### src/rtl/delay_tap_estimator.sv
// Lag estimator: sweeps candidate lags 0..31, sums |dly - ref[k]| over 2^WIN_LOG2 samples, reports the minimising lag.
// Optional best-error output port enabled by defining DELAY_TAP_EST_ERR_OUT_EN.
module delay_tap_estimator #(
    parameter int unsigned WIN_LOG2 = 6
) (
    input  logic                     clk,
    input  logic                     rst,
    input  logic                     start,
    input  logic [12:0]              ref_in,
    input  logic [12:0]              dly_in,
    output logic                     busy,
    output logic                     valid,
    output logic [4:0]               tap
`ifdef DELAY_TAP_EST_ERR_OUT_EN
    ,
    output logic [14+WIN_LOG2-1:0]   err
`endif
);

    localparam int unsigned DW     = 13;
    localparam int unsigned NTAP   = 32;
    localparam int unsigned ACC_W  = 14 + WIN_LOG2;
    localparam int unsigned CNT_W  = (WIN_LOG2 > 5) ? WIN_LOG2 : 5;
    localparam logic [CNT_W-1:0] FILL_LAST = CNT_W'(NTAP - 1);
    localparam logic [CNT_W-1:0] ACC_LAST  = CNT_W'((1 << WIN_LOG2) - 1);

    typedef enum logic [2:0] {
        S_IDLE,
        S_FILL,
        S_ACC,
        S_CMP,
        S_DONE
    } state_t;

    state_t             state_q;
    logic [CNT_W-1:0]   cnt_q;
    logic [4:0]         k_q;
    logic [ACC_W-1:0]   acc_q;
    logic [ACC_W-1:0]   best_err_q;
    logic [4:0]         best_k_q;
    logic               busy_q;
    logic               valid_q;
    logic [4:0]         tap_q;
`ifdef DELAY_TAP_EST_ERR_OUT_EN
    logic [ACC_W-1:0]   err_q;
`endif

    logic [DW-1:0]      hist_q [NTAP];
    logic [DW-1:0]      dly_r_q;

    logic signed [13:0] diff_c;
    logic [13:0]        abs_c;
    logic [ACC_W-1:0]   acc_d;

    // Reference history and aligned delayed sample; free-running, never reset.
    always_ff @(posedge clk) begin
        hist_q[0] <= ref_in;
        for (int j = 1; j < int'(NTAP); j++) begin
            hist_q[j] <= hist_q[j-1];
        end
        dly_r_q <= dly_in;
    end

    // 14-bit signed difference cannot overflow for 13-bit signed operands.
    always_comb begin
        diff_c = $signed({dly_r_q[DW-1], dly_r_q}) - $signed({hist_q[k_q][DW-1], hist_q[k_q]});
        abs_c  = diff_c[13] ? 14'(-diff_c) : 14'(diff_c);
        acc_d  = acc_q + ACC_W'(abs_c);
    end

    always_ff @(posedge clk or posedge rst) begin
        if (rst) begin
            state_q    <= S_IDLE;
            cnt_q      <= '0;
            k_q        <= '0;
            acc_q      <= '0;
            best_err_q <= '1;
            best_k_q   <= '0;
            busy_q     <= 1'b0;
            valid_q    <= 1'b0;
            tap_q      <= '0;
`ifdef DELAY_TAP_EST_ERR_OUT_EN
            err_q      <= '0;
`endif
        end else begin
            valid_q <= 1'b0;
            case (state_q)
                S_IDLE: begin
                    if (start) begin
                        state_q <= S_FILL;
                        busy_q  <= 1'b1;
                        cnt_q   <= '0;
                    end
                end
                S_FILL: begin
                    if (cnt_q == FILL_LAST) begin
                        state_q    <= S_ACC;
                        cnt_q      <= '0;
                        k_q        <= '0;
                        acc_q      <= '0;
                        best_err_q <= '1;
                        best_k_q   <= '0;
                    end else begin
                        cnt_q <= cnt_q + CNT_W'(1);
                    end
                end
                S_ACC: begin
                    acc_q <= acc_d;
                    if (cnt_q == ACC_LAST) begin
                        state_q <= S_CMP;
                        cnt_q   <= '0;
                    end else begin
                        cnt_q <= cnt_q + CNT_W'(1);
                    end
                end
                S_CMP: begin
                    // Strict compare so ties keep the smaller lag.
                    if (acc_q < best_err_q) begin
                        best_err_q <= acc_q;
                        best_k_q   <= k_q;
                    end
                    if (k_q == 5'd31) begin
                        state_q <= S_DONE;
                    end else begin
                        k_q     <= k_q + 5'd1;
                        acc_q   <= '0;
                        state_q <= S_ACC;
                    end
                end
                S_DONE: begin
                    tap_q   <= best_k_q;
                    valid_q <= 1'b1;
                    busy_q  <= 1'b0;
                    state_q <= S_IDLE;
`ifdef DELAY_TAP_EST_ERR_OUT_EN
                    err_q   <= best_err_q;
`endif
                end
                default: begin
                    state_q <= S_IDLE;
                    busy_q  <= 1'b0;
                end
            endcase
        end
    end

    assign busy  = busy_q;
    assign valid = valid_q;
    assign tap   = tap_q;
`ifdef DELAY_TAP_EST_ERR_OUT_EN
    assign err   = err_q;
`endif

endmodule

### config.mk
export PLATFORM = sky130hd
export DESIGN_NAME = delay_tap_estimator
export DESIGN_NICKNAME = d
export VERILOG_FILES = /design/src/rtl/delay_tap_estimator.sv
export SDC_FILE = /design/constraint.sdc
export NUM_CORES = 1
export LEC_CHECK = 0
export ABC_AREA = 0
export CAP_MARGIN = 40
export CORE_MARGIN = 2
export CORE_UTILIZATION = 60
export CTS_BUF_LIST = sky130_fd_sc_hd__clkbuf_2 sky130_fd_sc_hd__clkbuf_4 sky130_fd_sc_hd__clkbuf_8
export DETAILED_ROUTE_END_ITERATION = 12
export DONT_BUFFER_PORTS = 1
export GPL_ROUTABILITY_DRIVEN = 0
export GPL_TIMING_DRIVEN = 0
export HOLD_SLACK_MARGIN = 0.03
export PLACE_DENSITY = 0.76
export SYNTH_ARGS = -nofsm -noshare
export SYNTH_HDL_FRONTEND = slang
export SYNTH_SLANG_ARGS = --single-unit
### constraint.sdc
create_clock -name clk -period 9.9 [get_ports clk]
set_clock_uncertainty 0.1 [all_clocks]
set_input_delay 0.495 -clock clk [delete_from_list [all_inputs] [get_ports clk]]
set_output_delay 0.495 -clock clk [all_outputs]
set_load 0.05 [all_outputs]
---- Word level (Yosys, flattened, before mapping) ----
Memory sizes are Yosys's and may differ from the RTL's.
Index checks and enable logic that the tools add are counted.
storage, ports and cells
  register bits after elaboration ......... 79
  output and inout port bits .............. 7
  bits in writable memories ............... 416
  memories ................................ 1
  input bits .............................. 29
operators by class
  muxes and demuxes ....................... 24
  $add $sub $neg .......................... 5
  reductions and logical operators ........ 11
  $lt $le $gt $ge ......................... 1
  bitwise logic cells ..................... 1
  equal/unequal tests ..................... 12
memory list
  name    words  width  rd ports  clocked after memory_dff  wr ports  line  source
  hist_q  32     13     32        0                         32        48    logic [DW-1:0] hist_q [NTAP];
operators by type and width
  operator             count
  $mux 20              4
  $pmux 20 s3          1
  $pmux 20 s2          1
  $add 20x14->20       1
  $lt 20x20->1         1
  $pmux 5 s2           2
  $mux 6               3
  $pmux 6 s3           1
  $mux 5               3
  $mux 14              1
  $neg 14->14          1
  $sub 13x13->14       1
  $mux 3               4
  $pmux 3 s4           1
  $reduce_and 3->1     4
  $ne 2x2->1 const B   5
  $add 6x1->6 const B  1
  $eq 3x2->1 const B   2
  $eq 6x5->1 const B   1
  $eq 6x6->1 const B   1
  $reduce_bool 3->1    2
  $add 5x1->5 const B  1
  $eq 5x5->1 const B   1
  $reduce_and 2->1     2
  other kinds (8)      9

---- Logic depth before layout (Yosys ltp) ----
Gate-level depths: netlist of run 1.
An unclocked memory read counts as a cell.
  word-level depth ........................ 6
  mapped depth ............................ 27
  gate-level depth less buffers ........... 24

---- Least setup slack after synthesis of run 1 ----
OpenSTA, ideal clock, no wires.
  path kind ............................... reg-to-reg
  start point ............................. register k_q[0]
  end point ............................... register acc_q[11]
  slack ................................... 3.853 ns
  data required time ...................... 9.679 ns
  data arrival time ....................... 5.826 ns
  buffers on the path ..................... 3
  stages on the path, launching flop included .. 25
  clock period less this slack ............ 6.047 ns
  cell sequence ........................... dfrtp_1 -> clkbuf_1 -> buf_2 -> buf_2 -> mux4_2 -> mux4_2 -> mux2i_1 -> ha_1 -> a21oi_1 -> o22ai_1 -> o31ai_2 -> a21oi_1 -> and2_1 -> o31ai_2 -> mux2i_1 -> inv_1 -> ha_1 -> a21o_1 -> a211oi_1 -> o21ai_0 -> a31oi_1 -> o21a_1 -> o21ai_0 -> xor2_1 -> a22o_1
between the ends
  word-level cells in the longest chain between the ends .. 6
  elaborated cells between the ends (all ways) .. 9
  those cells by class .................... add/sub: 3; eq/ne: 2; mux: 2; reduce/logical: 1; memory: 1
RTL lines
  what                    line  source
  start, declared         37    logic [4:0] k_q;
  start signal, assigned  125   k_q <= k_q + 5'd1;
  $mem_v2 32x13           --
  $sub 13x13->14          66    diff_c = $signed({dly_r_q[DW-1], dly_r_q}) - $signed({hist_q[k_q][DW-1], hist_q[k_q]});
  $neg 14->14             67    abs_c = diff_c[13] ? 14'(-diff_c) : 14'(diff_c);
  $mux 14                 67
  $add 20x14->20          68    acc_d = acc_q + ACC_W'(abs_c);
  $pmux 20 s3             87    case (state_q)
  end signal, assigned    76    acc_q <= '0;
  end signal, assigned    100   acc_q <= '0;
  end signal, assigned    108   acc_q <= acc_d;
  end, declared           38    logic [ACC_W-1:0] acc_q;
Several ways; a longest one is shown, not always the timed one.
A chain may end at the register's enable or synchronous reset.

---- Final worst setup path of run 1 ----
  start point ............................. register k_q[1]
  end point ............................... register acc_q[19]
The elaborated chain is that of the path after synthesis.

==> flow_summary.ini, run 1 <==
[clock_network]
ctsLongestPathBuffers = 3
cts_buffers = 76
clock_latency_ps = 630
htree_num_levels = 3
clock_sinks = 495
clk_pin_slew_ps = 60
cts_setup_buffers = 0
post_cts_resized = 0
cts_tree = yes
clockRootBuffer = clkbuf_8
cts_hold_buffers = 28

[timing]
rsz0062_at_grt = false
whs_ps = 124.1
worst_pin_slew_ps = 942.9
drv_slew = 0
slew-limit-headroom_pct = 37.14
finalSetupViolCount = 0
setup_tns_ps = 0
min_period_ps = 7803
final_hold_viol_count = 0
fin_crit_sh_pct = 78.81
fmax_mhz = 128.2

[setup_path]
arrival_ps = 8230
cp-start-kind = flop
crit_fanout = 10
worstSetupPathType = reg2reg
end_kind = flop
worstPathRequired_ps = 10320

[min_path]
hp-class = in2reg

[synthesis]
syn_nets = 1214
syn_area_per_cell_um2 = 14.77
synth_cell_types = 62
ys_seq_area_share_pct = 61.39
synthArstFlopShare_pct = 13.33
synth_edf_count = 0
synth_cells = 1132
synth_ff_type = dfxtp_1
synth_area_um2 = 16720
synth_seq_cells = 495
ys_warn_count = 0

[power_and_ir_drop]
p_leak_nw = 7.751
irDropWorstVdd_mv = 0.1446
power_density_nw_per_um2 = 263.3
power.total_mw = 5.062

[die]
coreArea_um2 = 27630
die_w_um = 170.9
num_io_pins = 36
std_cell_rows = 61
start_util_pct = 60.52
die_h_um = 170.9
die-area_um2 = 29220

[cells_and_area]
nets = 1329
area_growth_pct = 14.98
final_common_cell = dfxtp_1
final_cell_mix = dfxtp_1 (429), mux4_2 (130), clkbuf_8 (91), ha_1 (51), o21ai_0 (48)
layout-drive-gt1-share_pct = 25.96
antennaDiodeCount = 0

[detailed_routing]
firstDrtPassIters = 5
drt_wl_total_um = 34660
postRouteAntennaNets = 0
drcViolationCount = 0
drt-met1-wl_um = 14250
routed-wl-met3_um = 1333
top_layer = met4
viasPerCell = 5.672
drt_iter0_drc = 616
wl_per_cell_um = 20.68
dr_wl_met2_um = 17680
vias = 9506

[global_route]
antenna_found_initial = 0
grt_pass1_vias = 10060
grt_max_degree = 42
grt_first_pass_wirelength_um = 55030
grt_overflow = 0
track_usage_pct = 25.13

[placed_design]
dp_hpwl_um = 22760
io_buffers = 0

[run_status]
status = completed

[run]
max_cap_viol_count = 0
-- area by class of cell --
type | instances | area (um^2)
Sequential cell | 495 | 10260
Fill cell | 1906 | 8403
Multi-Input combinational cell | 557 | 6130
Clock buffer | 118 | 1455
Tap cell | 378 | 473.0
Timing Repair Buffer | 37 | 401.6
Buffer | 45 | 195.2
Clock inverter | 11 | 175.2
Inverter | 35 | 131.4
-- metrics by stage --
stage	instance area (um^2)	setup WS, ps	utilization, %	instances
2_1_floorplan	16720	3853	-	1132
3_3_place_gp	17190	2263	62.23	1510
3_5_place_dp	17320	2165	62.67	1519
4_1_cts	19230	2116	69.59	1676
5_1_grt	19230	1620	69.59	1676
6_report	19230	2097	69.59	1676
-- worst paths after layout --
check / to / depth (start not counted) / slack [ps] / from
worst max-delay path: acc_q[19] / 24 / 2100 / k_q[1]
worst min-delay path: cnt_q[1] / 3 / 120 / start
worst max register to register: acc_q[19] / 24 / 2100 / k_q[1]
worst min register to register: hist_q[28][5] / 0 / 230 / hist_q[27][5]
min in group asynchronous: tap[3] / 2 / 310 / rst
max in group asynchronous: best_err_q[2] / 3 / 8680 / rst
-- metal layers --
layer  up-vias  track usage, %
li1       4388               -
met3        94           4.210
met2       267           43.46
met1      4757           30.98
met5         -               0
met4         0           11.72
-- state kept, by name, summed over array words and instances, names as in the netlist --
| signal | count |
|---|---|
| acc_q | 20 |
| cnt_q | 6 |
| tap | 5 |
| best_k_q | 5 |
| state_q | 3 |
| dly_r_q | 13 |
| k_q | 5 |
| hist_q | 416 |
| busy | 1 |
| best_err_q | 20 |
| valid | 1 |
-- cells by family (layout without fill, tap and decap cells) --
kind of cell             Yosys count  count (layout)  share of synthesized area [%]
AO/OA/AOI/OAI                    143             143                          5.807
XOR/XNOR                          39              39                          2.043
adder cells (fa/ha/maj)           53              53                          4.056
buffers and inverters             80             246                          1.953
flip-flops                       495             495                          61.39
multiplexers                     176             176                          20.47
AND/OR/NAND/NOR                  146             146                          4.288
-- power breakdown --
group          switching [mW]  internal (mW)  leakage, nW  total (mW)
clock network           0.781           1.00        0.856        1.78
registers              0.0823           2.12         4.45        2.20
logic                   0.547          0.532         2.44        1.08
total                    1.41           3.65         7.75        5.06
-- Yosys cell counts (all sizes together), types with 6 or more instances --
cell type / n / area (um^2)
dfxtp: 429 / 8588
nor3: 6 / 30.03
o21ai: 49 / 245.2
xnor2: 29 / 254.0
ha: 51 / 638.1
a21oi: 26 / 130.1
mux2: 27 / 304.0
dfrtp: 46 / 1151
nand2b: 13 / 88.83
clkbuf: 25 / 93.84
and2: 6 / 37.54
a22o: 11 / 96.34
a211oi: 7 / 57.55
mux4: 130 / 2928
nor2b: 10 / 62.56
inv: 35 / 131.4
xor2: 10 / 87.58
dfstp: 20 / 525.5
a21o: 10 / 75.07
mux2i: 19 / 190.2
o31ai: 11 / 111.4
nand3: 13 / 65.06
buf: 20 / 101.3
nand2: 34 / 127.6
nor2: 44 / 165.2
-- critical path: stages (launching register included) --
cell and delay, ps:
dfrtp_1 340, clkbuf_1 290, clkbuf_1 730, buf_1 690
mux4_2 410, mux4_2 530, mux2i_1 480, ha_1 350
nand2b_1 130, a211oi_1 110, o31ai_2 250, a21oi_1 130
and2_1 210, o31ai_2 510, mux2i_1 360, inv_1 80
ha_1 280, a21o_1 130, a211oi_1 80, o21ai_0 270
a31oi_1 200, o211ai_1 260, a21boi_0 170, or4_1 480
a21oi_1 140
(Power assumes the default switching activity.)
==> run 2, diff against run 1 <==
==> constraint.sdc (replaced) <==
create_clock -name clk -period 7.3 [get_ports clk]
set_clock_uncertainty 0.1 [all_clocks]
set_input_delay 0.365 -clock clk [delete_from_list [all_inputs] [get_ports clk]]
set_output_delay 0.365 -clock clk [all_outputs]
set_load 0.05 [all_outputs]
==> run 2 against run 1 <==
Net effect:
- register-to-register slack got worse by 1600 ps
- global-route usage decreased by 0.20 points
- power increased by 36%
- final area increased by 0.24%
- hold slack improved by 57 ps
- first-iteration DRC count increased by 9.3%
- combinational power increased by 36%
- critical path depth decreased by 1
==> flow_summary.ini, run 2 (synthesized netlist as in run 1, its figures left out) <==
[clock_network]
clock_latency_ps = 630
ctsLongestPathBuffers = 3
clk_pin_slew_ps = 60
cts_tree = yes
clockRootBuffer = clkbuf_8
cts_setup_buffers = 0
cts_buffers = 76
clock_sinks = 495
htree_num_levels = 3

[setup_path]
arrival_ps = 7230
crit_fanout = 10
worstPathRequired_ps = 7720
end_kind = flop
cp-start-kind = flop
worstSetupPathType = reg2reg

[cells_and_area]
final_common_cell = dfxtp_1
fin_util_pct = 69.75
final_cell_mix = dfxtp_1 (429), mux4_2 (130), clkbuf_8 (91), ha_1 (51), o21ai_0 (48)
largest_reg_flops = 416
final_cells = 1675
top_register = hist_q
layout-drive-gt1-share_pct = 26.91
final_design_area_no_fill_um2 = 19270
nets = 1328
top_regs = hist_q (416), acc_q (20), best_err_q (20)
antennaDiodeCount = 0
area_growth_pct = 15.26

[die]
num_io_pins = 36
die_w_um = 170.9
die_h_um = 170.9
start_util_pct = 60.52
die-area_um2 = 29220
coreArea_um2 = 27630
std_cell_rows = 61

[timing]
setup_ws_ps = 487.8
worst_pin_slew_ps = 975.9
slew-limit-headroom_pct = 34.94
rsz0062_at_grt = false
setup_tns_ps = 0
min_period_ps = 6812
fin_crit_sh_pct = 93.32
fmax_mhz = 146.8
finalSetupViolCount = 0
drv_slew = 0
whs_ps = 181.3
final_hold_viol_count = 0

[power_and_ir_drop]
pwr-share-clk_pct = 35.1
irDropWorstVdd_mv = 0.1979
p_leak_nw = 7.778
seq_power_share_pct = 43.5
power.internal_mw = 4.963
power_switching_mw = 1.914
power_frac_comb_pct = 21.4
power_density_nw_per_um2 = 356.8
power.total_mw = 6.876
p_sw_share_pct = 27.83

[global_route]
grt_overflow = 0
track_usage_pct = 24.93
grt_pass1_vias = 10060
grt_first_pass_wirelength_um = 54770
antenna_found_initial = 0
grt_max_degree = 42

[run_status]
status = completed

[detailed_routing]
wl_per_cell_um = 20.46
postRouteAntennaNets = 0
drcViolationCount = 0
drt_iter0_drc = 673
firstDrtPassIters = 5
vias = 9490
drt_wl_total_um = 34270
viasPerCell = 5.666

[placed_design]
dp_slack_ps = -435.5
placed_area_um2 = 17320
placedCellCount = 1519
dp_hpwl_um = 22760
io_buffers = 0

[run]
max_cap_viol_count = 0

[min_path]
hp-class = in2async
run 2: timing repair:
item | CTS | global route
setup endpoints to repair | 11 | 11
hold endpoints to repair | 55 | 0
resized for setup | 9 | 21
hold buffers | 28 | 0
run 2: metal layers:
metal	global-route usage, %	vias to the layer above	share of wire [%]
met3	4.071	89	3.5
met2	42.62	250	51
met1	30.97	4767	41
met5	0	-	0
li1	-	4384	-
met4	12.27	0	4.3
run 2: layout make-up:
cell class                 count  area, um^2
clock buffer                 118        1455
clock inverter                11       175.2
timing repair buffer          37       401.6
inverter                      35       131.4
sequential                   495       10270
tap                          378       473.0
multi-input combinational    557        6146
buffer                        44       224.0
fill                        1885        8357
run 2: final timing paths:
| path | startpoint | endpoint | slack [ps] | cells after the start |
|---|---|---|---|---|
| hold reg to reg | hist_q[30][10] | hist_q[31][10] | 230 | 0 |
| setup reg to reg | k_q[1] | acc_q[19] | 490 | 23 |
| min in group clk | ref_in[8] | hist_q[0][8] | 180 | 1 |
| setup / recovery | k_q[1] | acc_q[19] | 490 | 23 |
| hold / removal | rst | tap[3] | 180 | 2 |
| max in group asynchronous | rst | best_err_q[2] | 6210 | 3 |
run 2: critical path, cell delays in order, from the launching register on:
cell and delay (ps):
dfrtp_1 350, clkbuf_1 310, clkbuf_1 690, mux4_2 420, mux4_2 510, mux2i_1 250
ha_1 350, o21ai_0 260, a211oi_1 100, o31ai_2 250, a21oi_1 130, and2_1 220
o31ai_4 400, mux2i_2 310, inv_1 70, ha_1 280, a21o_1 130, a211oi_1 80
o21ai_0 270, a31oi_1 200, o211ai_1 260, a21boi_0 170, or4_1 480, a21oi_1 140
run 2: power groups by stage:
| stage | clock network, mW | logic (mW) | registers, mW |
|---|---|---|---|
| floorplan | 0 | 1.15 | 2.99 |
| global placement | 0 | 1.40 | 3.03 |
| detailed placement | 0 | 1.45 | 3.04 |
| CTS | 2.46 | 1.48 | 2.98 |
| global route | 2.59 | 1.63 | 3.01 |
| finish | 2.41 | 1.47 | 2.99 |
